--- src/rtl/cpu_reset_pkg.sv ---
// rtl/cpu_reset_pkg.sv - shared types and sizing helper for the CPU reset sequencer
package cpu_reset_pkg;

    typedef enum logic [2:0] {
        ST_WAIT_LOCK,
        ST_STABLE,
        ST_POR_REL,
        ST_RUN,
        ST_SW_RST
    } rst_state_t;

    // Counter must hold the largest interval without wrapping, plus one bit of headroom.
    function automatic int cnt_width(input int a, input int b, input int c);
        int m;
        m = a;
        if (b > m) m = b;
        if (c > m) m = c;
        return $clog2(m) + 1;
    endfunction

endpackage

--- src/rtl/cpu_reset_sequencer_if.sv ---
// rtl/cpu_reset_sequencer_if.sv - lock/request inputs and reset outputs of the CPU reset sequencer
interface cpu_reset_sequencer_if;

    logic locked;
    logic sw_reset_req;
    logic lock_lost_clr;
    logic por_resetn;
    logic sys_resetn;
    logic reset_busy;
    logic lock_lost;

    modport master (
        output locked, sw_reset_req, lock_lost_clr,
        input  por_resetn, sys_resetn, reset_busy, lock_lost
    );

    modport slave (
        input  locked, sw_reset_req, lock_lost_clr,
        output por_resetn, sys_resetn, reset_busy, lock_lost
    );

endinterface

--- src/rtl/cdc_sync_bit.sv ---
// rtl/cdc_sync_bit.sv - single-bit multi-flop synchroniser with async active-low reset
module cdc_sync_bit #(
    parameter int   STAGES    = 2,
    parameter logic RESET_VAL = 1'b0
) (
    input  logic clk,
    input  logic rst_n,
    input  logic d,
    output logic q
);

    logic [STAGES-1:0] sync_q;

    always_ff @(posedge clk or negedge rst_n) begin
        if (!rst_n) begin
            sync_q <= {STAGES{RESET_VAL}};
        end else begin
            sync_q <= {sync_q[STAGES-2:0], d};
        end
    end

    assign q = sync_q[STAGES-1];

endmodule

--- src/rtl/cpu_reset_sequencer.sv ---
// rtl/cpu_reset_sequencer.sv - sequences por/sys reset release from clock lock; re-enters reset on lock loss or sw request
module cpu_reset_sequencer
    import cpu_reset_pkg::*;
#(
    parameter int SYNC_STAGES        = 2,
    parameter int LOCK_STABLE_CYCLES = 1024,
    parameter int POR_EXTRA_CYCLES   = 16,
    parameter int SW_RESET_CYCLES    = 8
) (
    input  logic                        clk_cpu,
    input  logic                        resetn,
    cpu_reset_sequencer_if.slave        rst_if
);

    localparam int CNT_W = cnt_width(LOCK_STABLE_CYCLES, POR_EXTRA_CYCLES, SW_RESET_CYCLES);

    // Terminal values are one less than the interval: the exit edge is the interval's last cycle.
    localparam logic [CNT_W-1:0] STABLE_LAST = CNT_W'(LOCK_STABLE_CYCLES - 1);
    localparam logic [CNT_W-1:0] POR_LAST    = CNT_W'(POR_EXTRA_CYCLES - 1);
    localparam logic [CNT_W-1:0] SW_LAST     = CNT_W'(SW_RESET_CYCLES - 1);
    localparam logic [CNT_W-1:0] CNT_MAX     = '1;

    rst_state_t       state_q;
    rst_state_t       state_d;
    logic [CNT_W-1:0] cnt_q;
    logic             locked_s;
    logic             por_d;
    logic             sys_d;
    logic             lost_set;
    logic             por_q;
    logic             sys_q;
    logic             busy_q;
    logic             lost_q;

    cdc_sync_bit #(
        .STAGES    (SYNC_STAGES),
        .RESET_VAL (1'b0)
    ) u_lock_sync (
        .clk   (clk_cpu),
        .rst_n (resetn),
        .d     (rst_if.locked),
        .q     (locked_s)
    );

    always_ff @(posedge clk_cpu or negedge resetn) begin
        if (!resetn) begin
            state_q <= ST_WAIT_LOCK;
        end else begin
            state_q <= state_d;
        end
    end

    always_comb begin
        state_d = state_q;
        unique case (state_q)
            ST_WAIT_LOCK: begin
                if (locked_s) state_d = ST_STABLE;
            end
            ST_STABLE: begin
                if (!locked_s)                 state_d = ST_WAIT_LOCK;
                else if (cnt_q == STABLE_LAST) state_d = ST_POR_REL;
            end
            ST_POR_REL: begin
                if (!locked_s)              state_d = ST_WAIT_LOCK;
                else if (cnt_q == POR_LAST) state_d = ST_RUN;
            end
            ST_RUN: begin
                // Lock loss outranks a simultaneous software request.
                if (!locked_s)                 state_d = ST_WAIT_LOCK;
                else if (rst_if.sw_reset_req)  state_d = ST_SW_RST;
            end
            ST_SW_RST: begin
                if (!locked_s)             state_d = ST_WAIT_LOCK;
                else if (cnt_q == SW_LAST) state_d = ST_RUN;
            end
            default: state_d = ST_WAIT_LOCK;
        endcase
    end

    // One shared counter: cleared on every state change and in the untimed states, saturating otherwise.
    always_ff @(posedge clk_cpu or negedge resetn) begin
        if (!resetn) begin
            cnt_q <= '0;
        end else if (state_d != state_q || state_q == ST_WAIT_LOCK || state_q == ST_RUN) begin
            cnt_q <= '0;
        end else if (cnt_q != CNT_MAX) begin
            cnt_q <= cnt_q + 1'b1;
        end
    end

    always_comb begin
        por_d    = (state_d == ST_POR_REL) || (state_d == ST_RUN) || (state_d == ST_SW_RST);
        sys_d    = (state_d == ST_RUN);
        lost_set = !locked_s && ((state_q == ST_RUN) || (state_q == ST_SW_RST));
    end

    always_ff @(posedge clk_cpu or negedge resetn) begin
        if (!resetn) begin
            por_q  <= 1'b0;
            sys_q  <= 1'b0;
            busy_q <= 1'b1;
            lost_q <= 1'b0;
        end else begin
            por_q  <= por_d;
            sys_q  <= sys_d;
            busy_q <= !sys_d;
            if (lost_set) begin
                lost_q <= 1'b1;
            end else if (rst_if.lock_lost_clr) begin
                lost_q <= 1'b0;
            end
        end
    end

    assign rst_if.por_resetn = por_q;
    assign rst_if.sys_resetn = sys_q;
    assign rst_if.reset_busy = busy_q;
    assign rst_if.lock_lost  = lost_q;

endmodule

--- src/flat_wrapper.sv ---
// flat-port wrapper written by rule: the top's interface ports become plain ports
module cpu_reset_sequencer_flat import cpu_reset_pkg::*;
#(
    parameter int SYNC_STAGES        = 2,
    parameter int LOCK_STABLE_CYCLES = 1024,
    parameter int POR_EXTRA_CYCLES   = 16,
    parameter int SW_RESET_CYCLES    = 8
)
  (clk_cpu, resetn, rst_if_locked, rst_if_sw_reset_req, rst_if_lock_lost_clr, rst_if_por_resetn, rst_if_sys_resetn, rst_if_reset_busy, rst_if_lock_lost);
  cpu_reset_sequencer_if rst_if_i ();
  input  logic clk_cpu;
  input  logic resetn;
  input wire logic [$bits(rst_if_i.locked)-1:0] rst_if_locked;
  input wire logic [$bits(rst_if_i.sw_reset_req)-1:0] rst_if_sw_reset_req;
  input wire logic [$bits(rst_if_i.lock_lost_clr)-1:0] rst_if_lock_lost_clr;
  output wire logic [$bits(rst_if_i.por_resetn)-1:0] rst_if_por_resetn;
  output wire logic [$bits(rst_if_i.sys_resetn)-1:0] rst_if_sys_resetn;
  output wire logic [$bits(rst_if_i.reset_busy)-1:0] rst_if_reset_busy;
  output wire logic [$bits(rst_if_i.lock_lost)-1:0] rst_if_lock_lost;
  assign rst_if_i.locked = rst_if_locked;
  assign rst_if_i.sw_reset_req = rst_if_sw_reset_req;
  assign rst_if_i.lock_lost_clr = rst_if_lock_lost_clr;
  assign rst_if_por_resetn = rst_if_i.por_resetn;
  assign rst_if_sys_resetn = rst_if_i.sys_resetn;
  assign rst_if_reset_busy = rst_if_i.reset_busy;
  assign rst_if_lock_lost = rst_if_i.lock_lost;
  cpu_reset_sequencer #(.SYNC_STAGES(SYNC_STAGES), .LOCK_STABLE_CYCLES(LOCK_STABLE_CYCLES), .POR_EXTRA_CYCLES(POR_EXTRA_CYCLES), .SW_RESET_CYCLES(SW_RESET_CYCLES)) u_core (.clk_cpu(clk_cpu), .resetn(resetn), .rst_if(rst_if_i));
endmodule
--- config.mk ---
export PLATFORM = sky130hd
export DESIGN_NAME = cpu_reset_sequencer_flat
export DESIGN_NICKNAME = d
export VERILOG_FILES = /design/src/rtl/cpu_reset_pkg.sv /design/src/rtl/cpu_reset_sequencer_if.sv /design/src/rtl/cdc_sync_bit.sv /design/src/rtl/cpu_reset_sequencer.sv /design/src/flat_wrapper.sv
export SDC_FILE = /design/constraint.sdc
export NUM_CORES = 1
export LEC_CHECK = 0
export BUFFER_PORTS_ARGS = -buffer_cell sky130_fd_sc_hd__buf_2
export CAP_MARGIN = 20
export CORE_MARGIN = 5
export CORE_UTILIZATION = 52
export DETAILED_ROUTE_END_ITERATION = 8
export HOLD_SLACK_MARGIN = 0.03
export PLACE_DENSITY_LB_ADDON = 0.12
export SYNTH_ARGS = -nofsm -noshare
export SYNTH_HDL_FRONTEND = slang
export SYNTH_SLANG_ARGS = --single-unit
--- constraint.sdc ---
create_clock -name clk_cpu -period 2.18 [get_ports clk_cpu]
set_clock_uncertainty 0.05 [all_clocks]
set_input_delay 0.436 -clock clk_cpu [delete_from_list [all_inputs] [get_ports clk_cpu]]
set_output_delay 0.436 -clock clk_cpu [all_outputs]
set_load 0.005 [all_outputs]
* After elaboration in Yosys (flattened, before gate mapping)
Cells that the tools add are included.
Word-level totals: word-level logic and storage cells 45, RAM bits 0, register bits after elaboration 20, bits in read-only memories 0, memories kept 0, output and inout port bits 4, bits in latches 0, input port bits 5
Operators by class: bitwise gates (word level) 0, mux-type cells 14, eq/ne operators 12, add/subtract/negate cells 1, divide/modulo/power cells 0, reduce and logical (&&, ||, !) cells 11, shift operators 0, order comparisons 0, multipliers 0
Operators by type and width (number):
- $mux 3 | 9
- $mux 11 | 2
- $pmux 3 s5 | 1
- $eq 3x2->1 const B | 4
- $add 11x1->11 const B | 1
- $eq 11x10->1 const B | 1
- $eq 11x3->1 const B | 1
- $eq 11x4->1 const B | 1
- $ne 11x11->1 const B | 1
- $eq 3x3->1 const B | 2
- $logic_or 1x1->1 | 5
- $reduce_bool 2->1 | 2
- $eq 3x1->1 const B | 1
- $logic_not 3->1 | 1
- $ne 3x3->1 | 1
- $logic_not 1->1 | 2
- $mux 1 | 2
- $logic_and 1x1->1 | 1

* Longest topological paths before layout
depth after elaboration 8, gate-level depth with buffers 8, gate-level depth less buffers 6

* Hierarchy
A second synthesis with hierarchy kept.
Second synthesis, totals: cell total of the unflattened synthesis 118, area, all modules 1146.1 sq um
By module, submodules not included:
- cpu_reset_sequencer | cells an instance 116, instances 1, seq. area each 451.7 sq um, area each 1096.1 sq um
- cdc_sync_bit | cells an instance 2, instances 1, seq. area each 50.0 sq um, area each 50.0 sq um

* Worst setup path before layout
OpenSTA, ideal clock, no wires.
path type reg2reg, from reg u_core.cnt_q[6], to reg u_core.cnt_q[8], stages on the path, launching flop included 7, period minus slack after synthesis 2094 ps, buffers on the path 1, required time 1994 ps, data arrival time 1908 ps, setup slack 86 ps, library setup time 136 ps, cell sequence dfrtp_1 or4_1 or3_4 o211a_1 a21oi_2 buf_6 a2111oi_1
On the way: longest elaborated chain between the ends 8, elaborated cells between the ends (all ways) 18, those cells by class add/sub (1); eq/ne (5); mux (9); reduce/logical (3)
RTL lines:
- start, declared | RTL line cpu_reset_sequencer.sv:25 | logic [CNT_W-1:0] cnt_q;
- start signal, assigned | RTL line cpu_reset_sequencer.sv:87 | cnt_q <= cnt_q + 1'b1;
- $eq 11x3->1 (tied with other cells) | RTL line cpu_reset_sequencer.sv:74 | else if (cnt_q == SW_LAST) state_d = ST_RUN;
- $mux 3, on equally long branches | RTL line cpu_reset_sequencer.sv:74, cpu_reset_sequencer.sv:61, cpu_reset_sequencer.sv:65
- $mux 3, on equally long branches | RTL line cpu_reset_sequencer.sv:73, cpu_reset_sequencer.sv:60, cpu_reset_sequencer.sv:64
- $pmux 3 s5 | RTL line cpu_reset_sequencer.sv:55 | unique case (state_q)
- $ne 3x3->1 | RTL line cpu_reset_sequencer.sv:84 | end else if (state_d != state_q || state_q == ST_WAIT_LOCK || state_q == ST_RUN) begin
- $logic_or 1x1->1 (2 in series) | RTL line cpu_reset_sequencer.sv:84
- $mux 11 or $reduce_bool 2->1 (tied branches)
Several ways; a longest one is shown, not always the timed one. The select of a mux whose other input is x is not followed. A chain may end at the register's enable or synchronous reset.

* Worst setup path after layout
from reg u_core.cnt_q[6], to reg u_core.cnt_q[4]
Same word-level chain as after synthesis.

==> results.json <==
{
  "cts_buffer_depth": 2,
  "p_int_mw": 0.622,
  "antenna_found_initial": 0,
  "syn_to_final_growth_pct": 23.4,
  "syn_nets": 117,
  "placed_area_mm2": 0.00124,
  "track_usage_pct": 17.0,
  "totalWireLength_mm": 2.57,
  "wire_per_inst_um": 16.1,
  "drt-pass1-iter-count": 4,
  "switchingPower_mw": 0.204,
  "die_h_um": 55.9,
  "grt-ovfl-total": 0,
  "clock-root-buffer": "clkbuf_4",
  "synth.yosys.seq_area_share_pct": 45.7,
  "antenna_left": 0,
  "setup_tns_ps": 0,
  "yosys.area_share.adder_pct": 1.14,
  "layout.cells.most_common": "dfrtp_1",
  "synth_top_cell_by_area": "dfrtp_1",
  "clk_pin_slew_ps": 110,
  "synth-seq-cells": 20,
  "worstMarginPinSlew_ps": 453,
  "max_freq_ghz": 0.479,
  "gp_congestion": 0.860,
  "switching_share_pct": 24.7,
  "yosys.area.top_type_share_pct": 43.3,
  "pre_cts_ws_ps": 31.3,
  "mostFrequentLayoutCells": "19 x dfrtp_1, 13 x buf_4, 9 x nor3_1",
  "drc": 0,
  "postCtsSetupBuffers": 0,
  "required_ps": 2330,
  "vias_per_cell": 5.98,
  "yosysWarningCount": 0,
  "synth_area_mm2": 0.00110,
  "core_mm2": 0.00198,
  "synth_top_family_by_area": "simple AND/OR/NAND/NOR gates",
  "avgSynthCellArea_um2": 9.89,
  "vias": 956,
  "drv_slew": 0,
  "synth-compound-area-share_pct": 14.6,
  "final_nets": 140,
  "p_total_mw": 0.826,
  "synthSimpleGateAreaFrac_pct": 26.5,
  "p_leak_nw": 0.620,
  "pin_count": 9,
  "fp-row-count": 16,
  "fillers": 162,
  "ir_drop_mv": 0.385,
  "htree_levels": 1,
  "status": "finished clean",
  "clkPwrFrac_pct": 37.0,
  "drive_gt1_share_pct": 27.8,
  "seqPwrFrac_pct": 47.2,
  "crit_type": "register to register",
  "arrival_ps": 2240,
  "final_area_mm2": 0.00135,
  "die_w_um": 55.9,
  "min_period_ps": 2090,
  "startpoint_type": "register",
  "timing.final.ws_setup_ps": 93.1,
  "detail_route.iter0.violations": 16,
  "dp_hpwl_mm": 1.82,
  "port_buffers": 8,
  "cts_tree": "done",
  "numCtsBuffers": 3,
  "initial_core_util_pct": 55.4,
  "crit_fanout": 4,
  "hold_path_class": "primary input to register",
  "maxCapViolations": 0,
  "grt_pass1_vias": 933,
  "synth_cell_type_count": 42,
  "hold_ws_ps": 170,
  "die_area_mm2": 0.00313,
  "cp-end-kind": "register",
  "antenna_cells": 0,
  "finalCritPeriodShare_pct": 95.7,
  "p_comb_share_pct": 15.9,
  "p_per_area_mw_per_mm2": 610,
  "cts_num_sinks": 20,
  "synthXorXnorAreaFrac_pct": 6.39,
  "synthMuxAreaShare_pct": 0.912,
  "instances_no_fill": 160,
  "final_hold_viol_count": 0,
  "finalSetupViolCount": 0,
  "grt_max_degree": 21,
  "relSlewSlack_pct": 69.8,
  "yosys-top-cells-area": "dfrtp_1 43%, xor2_1 4.8%, nor3_1 4.1%, nand3_1 3.6%, and3_1 2.9%",
  "final_util_pct": 68.3,
  "clk_latency_ps": 310,
  "dp_cells": 154,
  "synthCells": 111,
  "grt_pass1_wl_mm": 4.26
}
==> registers in the layout, indices dropped and copies added, names as in the netlist <==
register,count
u_core.rst_if.lock_lost,1
u_core.state_q,3
u_core.cnt_q,11
u_core.u_lock_sync.sync_q,2
u_core.rst_if.sys_resetn,1
u_core.rst_if.por_resetn,1
u_core.rst_if.reset_busy,1
==> cell usage after synthesis (all sizes together) <==
cell type   n
dfrtp      19
nor3        9
nand3       8
xor2        6
and3        5
inv         5
buf         4
nand2       4
nand4       4
a2111oi     3
a21oi       3
and2        3
nor2        3
o22ai       3
or3         3
a211oi      2
clkbuf      2
nand3b      2
nor2b       2
o32ai       2
xnor2       2
a21bo       1
a41oi       1
and3b       1
and4        1
dfstp       1
ha          1
mux2i       1
nand2b      1
nor4        1
nor4b       1
o2111a      1
o211a       1
o211ai      1
o21a        1
o21bai      1
or2         1
or4         1
==> repair_timing <==
| action | 4_1_cts | 5_1_grt |
|---|---|---|
| setup endpoints to repair | 0 | 11 |
| endpoints found under the hold margin | 19 | 0 |
| gates resized for setup | 0 | 9 |
| hold buffers | 1 | 0 |
==> per-layer routing <==
metal / global-route usage, % / share of wire (%) / up-vias
met4: 5.08 / 0.97 / 0
met2: 27.5 / 50 / 22
met1: 22.1 / 45 / 472
li1: - / - / 458
met5: 0 / 0 / -
met3: 4.87 / 4.0 / 4
==> logic make-up (layout without fill, tap and decap cells) <==
kind of cell             Yosys count  after routing
XOR/XNOR                           8              8
flip-flops                        20             20
AO/OA/AOI/OAI                     20             21
buffers and inverters             11             32
adder cells (fa/ha/maj)            1              1
multiplexers                       1              1
AND/OR/NAND/NOR                   50             50
==> power by group through the flow <==
stage | Clock (mW) | Sequential (mW) | Combinational, mW
2_1_floorplan | 0 | 0.393 | 0.0815
3_3_place_gp | 0 | 0.396 | 0.107
3_5_place_dp | 0 | 0.397 | 0.111
4_1_cts | 0.309 | 0.389 | 0.113
5_1_grt | 0.325 | 0.391 | 0.144
6_report | 0.306 | 0.390 | 0.131
==> worst max-delay path, cell delays in order, from the launching register on <==
cell	delay, ps
dfrtp_1	390
or4_1	550
or3_4	360
o211a_1	250
a21oi_2	160
buf_4	160
nor3_1	60
==> final timing paths <==
path	from	slack [ps]	endpoint	cells after the start
max	u_core.cnt_q[6]	90	u_core.cnt_q[4]	6
min	rst_if_locked	170	u_core.u_lock_sync.sync_q[0]	1
max reg2reg	u_core.cnt_q[6]	90	u_core.cnt_q[4]	6
min reg2reg	u_core.u_lock_sync.sync_q[0]	310	u_core.u_lock_sync.sync_q[1]	0
max in group asynchronous	resetn	1200	u_core.rst_if.reset_busy	2
min in group asynchronous	resetn	540	u_core.state_q[1]	2
==> final cells by class <==
class                   instances  area [um^2]  area share, %
flip-flops and latches         20          502           37.1
well taps                      27         33.8           2.50
repair buffers                 23          159           11.7
clock inverters                 1         30.0           2.22
inverters                       5         18.8           1.39
clock buffers                   3         22.5           1.66
multi-input cells              81          588           43.4
(Power assumes the default switching activity.)
